`config.mk`:
```
export PLATFORM = sky130hd
export DESIGN_NAME = fft_frame_ctrl
export DESIGN_NICKNAME = d
export VERILOG_FILES = /design/src/rtl/fft_frame_ctrl_pkg.sv /design/src/rtl/fft_frame_ctrl_lat_cnt.sv /design/src/rtl/fft_frame_ctrl.sv
export SDC_FILE = /design/constraint.sdc
export NUM_CORES = 1
export LEC_CHECK = 0
export ABC_AREA = 0
export BUFFER_PORTS_ARGS = -buffer_cell sky130_fd_sc_hd__buf_2
export CORE_MARGIN = 2
export CORE_UTILIZATION = 52
export DETAILED_ROUTE_END_ITERATION = 10
export PLACE_DENSITY = 0.85
export SYNTH_ARGS = -nofsm -noshare
export SYNTH_HDL_FRONTEND = slang
export SYNTH_SLANG_ARGS = --single-unit
```
`constraint.sdc`:
```
create_clock -name iclk -period 2.5 [get_ports iclk]
set_input_delay 0.5 -clock iclk [delete_from_list [all_inputs] [get_ports iclk]]
set_output_delay 0.5 -clock iclk [all_outputs]
set_load 0.01 [all_outputs]
```
`src/rtl/fft_frame_ctrl_pkg.sv`:
```
// Shared types and widths for the FFT frame sequencer.
//   TOTAL_STAGE : width of the stage address bus (max log2 frame length)
//   CPLX_WIDTH  : width of one complex sample, {real, imag}
//   cplx_t      : packed complex sample payload
//   state_t     : frame sequencer states (2-bit encoding)
package fft_frame_ctrl_pkg;

  localparam int unsigned TOTAL_STAGE = 10;
  localparam int unsigned REAL_W      = 16;
  localparam int unsigned IMGN_W      = 16;
  localparam int unsigned CPLX_WIDTH  = REAL_W + IMGN_W;

  typedef struct packed {
    logic [REAL_W-1:0] re;
    logic [IMGN_W-1:0] im;
  } cplx_t;

  typedef enum logic [1:0] {
    ST_IDLE  = 2'd0,
    ST_LOAD  = 2'd1,
    ST_DRAIN = 2'd2,
    ST_DONE  = 2'd3
  } state_t;

endpackage

```
`src/rtl/fft_frame_ctrl_lat_cnt.sv`:
```
// Loadable down-counter tracking a fixed pipeline latency.
//   i_clk     : clock
//   i_rst     : synchronous active-high reset
//   i_load    : load LAT-1 (first cycle after load counts as one)
//   o_zero_c  : combinational flag, counter is at zero
// Counts down by one per cycle until zero, then holds.
module fft_lat_cnt #(
  parameter int unsigned LAT = 14
) (
  input  logic i_clk,
  input  logic i_rst,
  input  logic i_load,
  output logic o_zero_c
);

  localparam int unsigned CW = (LAT > 1) ? $clog2(LAT) : 1;

  logic [CW-1:0] r_cnt;

  always_ff @(posedge i_clk) begin
    if (i_rst) begin
      r_cnt <= '0;
    end else if (i_load) begin
      r_cnt <= CW'(LAT - 1);
    end else if (r_cnt != '0) begin
      r_cnt <= r_cnt - CW'(1);
    end
  end

  assign o_zero_c = (r_cnt == '0);

endmodule

```
`src/rtl/fft_frame_ctrl.sv`:
```
// Frame sequencer at the head of the FFT stage pipeline.
// Accepts N = 2**FFT_STG samples per frame over valid/ready, tags each with a
// sequential stage address, then waits PIPE_LAT cycles for the stage chain to
// drain and pulses odone.
//   iclk/irst          : clock, synchronous active-high reset
//   istart             : frame request, honoured only in IDLE
//   idata/ivalid       : input sample and valid
//   oready             : sample accepted this cycle when ivalid is high
//   oaddr/odata/oen    : registered sample, its stage address, and enable
//   obusy              : high in LOAD and DRAIN
//   odone              : one-cycle pulse when the frame has drained
//   oerr               : sticky protocol error, cleared only by irst
// Build option: FFT_FRAME_STALL_EN allows ivalid gaps inside a frame; when
// undefined, a gap after the first accepted sample aborts the frame and sets oerr.
module fft_frame_ctrl
  import fft_frame_ctrl_pkg::*;
#(
  parameter int unsigned FFT_STG  = 7,
  parameter int unsigned PIPE_LAT = 14
) (
  input  logic                   iclk,
  input  logic                   irst,
  input  logic                   istart,
  input  logic [CPLX_WIDTH-1:0]  idata,
  input  logic                   ivalid,
  output logic                   oready,
  output logic [TOTAL_STAGE-1:0] oaddr,
  output logic [CPLX_WIDTH-1:0]  odata,
  output logic                   oen,
  output logic                   obusy,
  output logic                   odone,
  output logic                   oerr
);

  localparam int unsigned CNT_W    = FFT_STG;
  localparam int unsigned LAST_IDX = (1 << FFT_STG) - 1;

  state_t                 r_state, w_state_nxt;
  logic [CNT_W-1:0]       r_cnt, w_cnt_nxt;
  logic                   r_ready, w_ready_nxt;
  logic [TOTAL_STAGE-1:0] r_addr, w_addr_nxt;
  cplx_t                  r_data, w_data_nxt;
  logic                   r_en, w_en_nxt;
  logic                   r_busy, w_busy_nxt;
  logic                   r_done, w_done_nxt;
  logic                   r_err, w_err_nxt;
  logic                   w_acc;
  logic                   w_lat_load;
  logic                   w_lat_zero;

  assign w_acc = ivalid & r_ready;

  // Drain tracker, armed on the edge that accepts the last sample.
  fft_lat_cnt #(
    .LAT (PIPE_LAT)
  ) u_lat_cnt (
    .i_clk    (iclk),
    .i_rst    (irst),
    .i_load   (w_lat_load),
    .o_zero_c (w_lat_zero)
  );

  // State and output registers.
  always_ff @(posedge iclk) begin
    if (irst) begin
      r_state <= ST_IDLE;
      r_cnt   <= '0;
      r_ready <= 1'b0;
      r_addr  <= '0;
      r_data  <= '0;
      r_en    <= 1'b0;
      r_busy  <= 1'b0;
      r_done  <= 1'b0;
      r_err   <= 1'b0;
    end else begin
      r_state <= w_state_nxt;
      r_cnt   <= w_cnt_nxt;
      r_ready <= w_ready_nxt;
      r_addr  <= w_addr_nxt;
      r_data  <= w_data_nxt;
      r_en    <= w_en_nxt;
      r_busy  <= w_busy_nxt;
      r_done  <= w_done_nxt;
      r_err   <= w_err_nxt;
    end
  end

  // Next state and next registered outputs.
  always_comb begin
    w_state_nxt = r_state;
    w_cnt_nxt   = r_cnt;
    w_ready_nxt = r_ready;
    w_addr_nxt  = r_addr;
    w_data_nxt  = r_data;
    w_en_nxt    = 1'b0;
    w_done_nxt  = 1'b0;
    w_err_nxt   = r_err;
    w_lat_load  = 1'b0;

    case (r_state)
      ST_IDLE: begin
        if (istart) begin
          w_state_nxt = ST_LOAD;
          w_ready_nxt = 1'b1;
          w_cnt_nxt   = '0;
        end
      end
      ST_LOAD: begin
        if (w_acc) begin
          w_en_nxt   = 1'b1;
          w_data_nxt = cplx_t'(idata);
          w_addr_nxt = TOTAL_STAGE'(r_cnt);
          if (r_cnt == CNT_W'(LAST_IDX)) begin
            w_state_nxt = ST_DRAIN;
            w_ready_nxt = 1'b0;
            w_cnt_nxt   = '0;
            w_lat_load  = 1'b1;
          end else begin
            w_cnt_nxt = r_cnt + CNT_W'(1);
          end
        end
`ifndef FFT_FRAME_STALL_EN
        // Non-zero count means the frame has started; a gap now is fatal.
        else if (!ivalid && (r_cnt != '0)) begin
          w_err_nxt   = 1'b1;
          w_state_nxt = ST_IDLE;
          w_ready_nxt = 1'b0;
          w_cnt_nxt   = '0;
        end
`endif
      end
      ST_DRAIN: begin
        if (w_lat_zero) begin
          w_state_nxt = ST_DONE;
          w_done_nxt  = 1'b1;
        end
      end
      ST_DONE: begin
        w_state_nxt = ST_IDLE;
      end
      default: begin
        w_state_nxt = ST_IDLE;
      end
    endcase

    w_busy_nxt = (w_state_nxt == ST_LOAD) | (w_state_nxt == ST_DRAIN);
  end

  assign oready = r_ready;
  assign oaddr  = r_addr;
  assign odata  = r_data;
  assign oen    = r_en;
  assign obusy  = r_busy;
  assign odone  = r_done;
  assign oerr   = r_err;

endmodule

```
==> run summary <==
The critical-path cell with the highest stage delay is sky130_fd_sc_hd__nor3b_1. The share of layout cells above drive strength 1 is 0.297. The async set-reset flop share out of synthesis is 0. STA classifies the critical path endpoint as a flop. The antenna violation net count after detailed routing came out at 0. The internal power of the cells is roughly 1.4 mW. The standard cell core area is ~4000 um^2. After synthesis, the netlist uses 40 different library cells.

The count of buffers from port buffering came out at between 70 and 80. The power dissipated by switching net loads is about 0.49 mW. The clock period minus final worst setup slack came out at about 1.6 ns. Leaving out fill and tap cells, the most frequent cells in the layout are sky130_fd_sc_hd__nand2_1, sky130_fd_sc_hd__buf_2, sky130_fd_sc_hd__dfxtp_1.

The number of buffers created by CTS came out at 9. The number of buffers inserted by post-CTS setup repair came out at 0. The max-slew violation count was 0. The initial DRC count is 100. The setup TNS is 0 ns. The transition time at the pin with the least slew margin is just over 0.6 ns. The die covers 4850 um^2. The first global-routing pass estimated ~8.3 mm of wire. Max-cap violations in this run came to 0.

The worst register-to-register path has a setup slack of 0.88 ns. The commonest non-fill, non-tap cell in the layout is sky130_fd_sc_hd__nand2_1. Counting flops with a built-in enable in the synthesized netlist gives 0. The clock sink count came out at 57. The detail-routed net length per standard cell is 12.1 um.

For this run, the total global-route usage over all layers was measured as 0.211. The top cell type's share of synthesized area came out at 0.509. After detailed routing, the number of remaining DRC violations is 0. The relative contribution of the clock network to total power is 0.371. The portion of total power attributed to combinational logic came out at 0.125. The register area is approximately 1100 um^2. The largest incremental delay on the critical path came out at 0.53 ns. The number of global-route vias before repair is roughly 1800. The family with the most delay on the worst path is simple AND/OR/NAND/NOR gates. The total wire length after detailed routing is between 4 and 5 mm. The number of inserted filler cells in the final layout came out at roughly 360. Static timing analysis puts the maximum clock frequency at around 0.62 GHz. The portion of the clock cycle consumed by the worst path in the final layout came out at 0.650. Of the total power, the share spent switching nets is 0.256. The first-pass iteration count of the detailed router came out at 4.

The setup-violating endpoint count in the final report came out at 0. The number of standard-cell rows in the floorplan is 23. The worst setup skew after layout is about 0.011 ns. The detailed router placed a little over 2000 vias in this run. The number of resized instances in the post-cts repair step came out at 0. The number of hold-slack violations in the final timing report is 0. The worst min-delay path class is input port to flop. The initial core utilization is 0.548.

The area of the multi-input gates is about 970 um^2. The wire-length estimate of the detail-placed layout is between 3 and 4 mm. In the post-synthesis netlist, the biggest area contributors are sky130_fd_sc_hd__dfxtp_1, sky130_fd_sc_hd__nand2_1, sky130_fd_sc_hd__a21oi_1. The arrival time reported for the critical path endpoint is 1.80 ns. The number of antenna violations at the first check in global routing is 0. The end-of-flow core utilization is 0.689. At the worst endpoint, the required time is between 2 and 3 ns.

Setup repair after global routing left no endpoint under its margin. The synthesized design contains 57 register bits. The sequential share of power is 0.504. The average via count per standard cell is between 5 and 6. The highest fanout seen on the critical path is 4.

Among all flip-flop cells after synthesis, the most frequent one is sky130_fd_sc_hd__dfxtp_1. The total overflow reported by the global router is 0. The clock transition time at the flip-flop clock pins of the worst setup and hold paths is roughly 0.060 ns. The synthesis-to-layout area growth is 25.6%. The maximum level of the CTS H-tree is 3. The critical path is of the flop to flop type. The vertical die dimension is 69.6 um. The number of nets at the end of the flow is between 300 and 400. A synthesized cell averages a little over 8 um^2. The top-level I/O count came out at 83. The normalized max-slew margin is 0.596. The area of the mapped netlist is 2240 um^2. The type of origin of the critical path is a flop.

The buffer and inverter count on the worst path came out at 2. The power density relative to cell area came out at 684 nW/um^2. The leakage power summed over all cells is 1.20 nW. The sequential area share after synthesis came out at 0.509. The floorplan step set the die width to around 70 um. The maximum root-to-sink buffer count is 2. The largest net degree at the start of global routing is between 40 and 50. The critical path goes through inv_1 > ha_1 > nor3b_1 > nand2b_1 > inv_1 > a311oi_2. VDD sags by at most 0.558 mV. The most frequent cell on the critical path is sky130_fd_sc_hd__inv_1.

The hold buffer count at CTS is 0. The congestion estimate from routability-driven global placement came to approximately 0.76. Yosys printed 0 warnings.

The synthesized instance count is roughly 270. The antenna diode count is 0. The flow ran to the end, and the final reports show no timing, DRC or antenna violations. The TritonCTS clock tree is done. For the worst-skew pair, the clock arrives at the later sink with an insertion delay of 0.33 ns. CTS placed an instance of sky130_fd_sc_hd__clkbuf_8 at the clock tree root. The biggest area contributor in the post-synthesis netlist is sky130_fd_sc_hd__dfxtp_1.
==> synth_stat cells, types with 2 or more instances <==
cell,n
sky130_fd_sc_hd__a21oi_1,47
sky130_fd_sc_hd__dfxtp_1,57
sky130_fd_sc_hd__o32ai_1,2
sky130_fd_sc_hd__ha_1,3
sky130_fd_sc_hd__xnor2_1,2
sky130_fd_sc_hd__nand3_1,4
sky130_fd_sc_hd__a311oi_2,2
sky130_fd_sc_hd__a211oi_1,3
sky130_fd_sc_hd__o21a_1,2
sky130_fd_sc_hd__buf_2,4
sky130_fd_sc_hd__clkbuf_1,9
sky130_fd_sc_hd__o21ai_0,3
sky130_fd_sc_hd__nand2_1,82
sky130_fd_sc_hd__buf_4,4
sky130_fd_sc_hd__o21ai_1,2
sky130_fd_sc_hd__nor3b_1,3
sky130_fd_sc_hd__nand2b_1,2
sky130_fd_sc_hd__nor2_1,7
sky130_fd_sc_hd__inv_1,12
==> final cells by class <==
| class | count | area share |
|---|---|---|
| sequential | 57 | 0.406 |
| multi-input combinational | 185 | 0.345 |
| timing repair buffer | 84 | 0.154 |
| clock buffer | 12 | 0.0516 |
| tap | 50 | 0.0222 |
| inverter | 12 | 0.0160 |
| clock inverter | 3 | 0.00622 |
==> worst paths after layout <==
kind                                          from   endpoint  depth (start not counted)
worst max register to register  u_lat_cnt.r_cnt[0]      obusy                          6
worst min-delay path                      idata[3]   odata[3]                          3
worst max-delay path            u_lat_cnt.r_cnt[0]      obusy                          6
worst min register to register           odata[10]  odata[10]                          2
==> logic make-up (layout without fill, tap and decap cells) <==
family                     Yosys count  in the layout  share of synthesized area
adders and majority gates            3              3                     0.0168
buffers and inverters               31            111                     0.0614
other                                1              3                    0.00167
DFF                                 57             57                      0.509
muxes                                1              1                    0.00502
and+or+nand+nor                    108            108                      0.210
AOI/OAI and AO/OA                   68             68                      0.188
xor gates and xnor gates             2              2                    0.00782
==> worst reg2reg max path, cell delays in order, from the launching register on <==
cell and delay (ns):
sky130_fd_sc_hd__dfxtp_1 0.30, sky130_fd_sc_hd__inv_1 0.10, sky130_fd_sc_hd__ha_1 0.20, sky130_fd_sc_hd__nor3b_1 0.53, sky130_fd_sc_hd__nand2b_1 0.19, sky130_fd_sc_hd__inv_1 0.10
sky130_fd_sc_hd__a311oi_2 0.05
==> power by group through the flow <==
stage / logic [mW] / clock network (mW) / registers (mW)
after detailed placement: 0.236 / 0 / 0.990
after CTS: 0.242 / 0.731 / 0.970
after global routing: 0.274 / 0.778 / 0.975
after global placement: 0.230 / 0 / 0.989
after floorplan: 0.167 / 0 / 0.990
final: 0.240 / 0.715 / 0.970
==> through the flow <==
step / instances / hold WS (ns) / instance area [um^2] / power [mW] / worst slack, ns
finish: 403 / 0.406 / 2810 / 1.93 / 0.875
global route: 403 / 0.390 / 2810 / 2.03 / 0.780
CTS: 403 / 0.398 / 2810 / 1.94 / 0.879
detailed placement: 388 / 0.443 / 2650 / 1.23 / 0.827
global placement: 388 / 0.438 / 2650 / 1.22 / 0.888
floorplan: 273 / 0.462 / 2250 / 1.16 / 1.12
==> registers in the layout, summed over array words and instances, names as in the netlist <==
name / count
oerr: 1
oready: 1
r_state: 2
odone: 1
u_lat_cnt.r_cnt: 4
oaddr: 7
r_cnt: 7
oen: 1
obusy: 1
odata: 32
==> layer usage <==
layer | GRT usage | up-vias | share of wire
met5 | 0 | - | 0
met4 | 0.0833 | 0 | 0.013
met3 | 0.0494 | 8 | 0.062
met2 | 0.354 | 65 | 0.49
met1 | 0.262 | 895 | 0.44
li1 | - | 1056 | -
No activity file was read; power rests on OpenSTA's default activity.
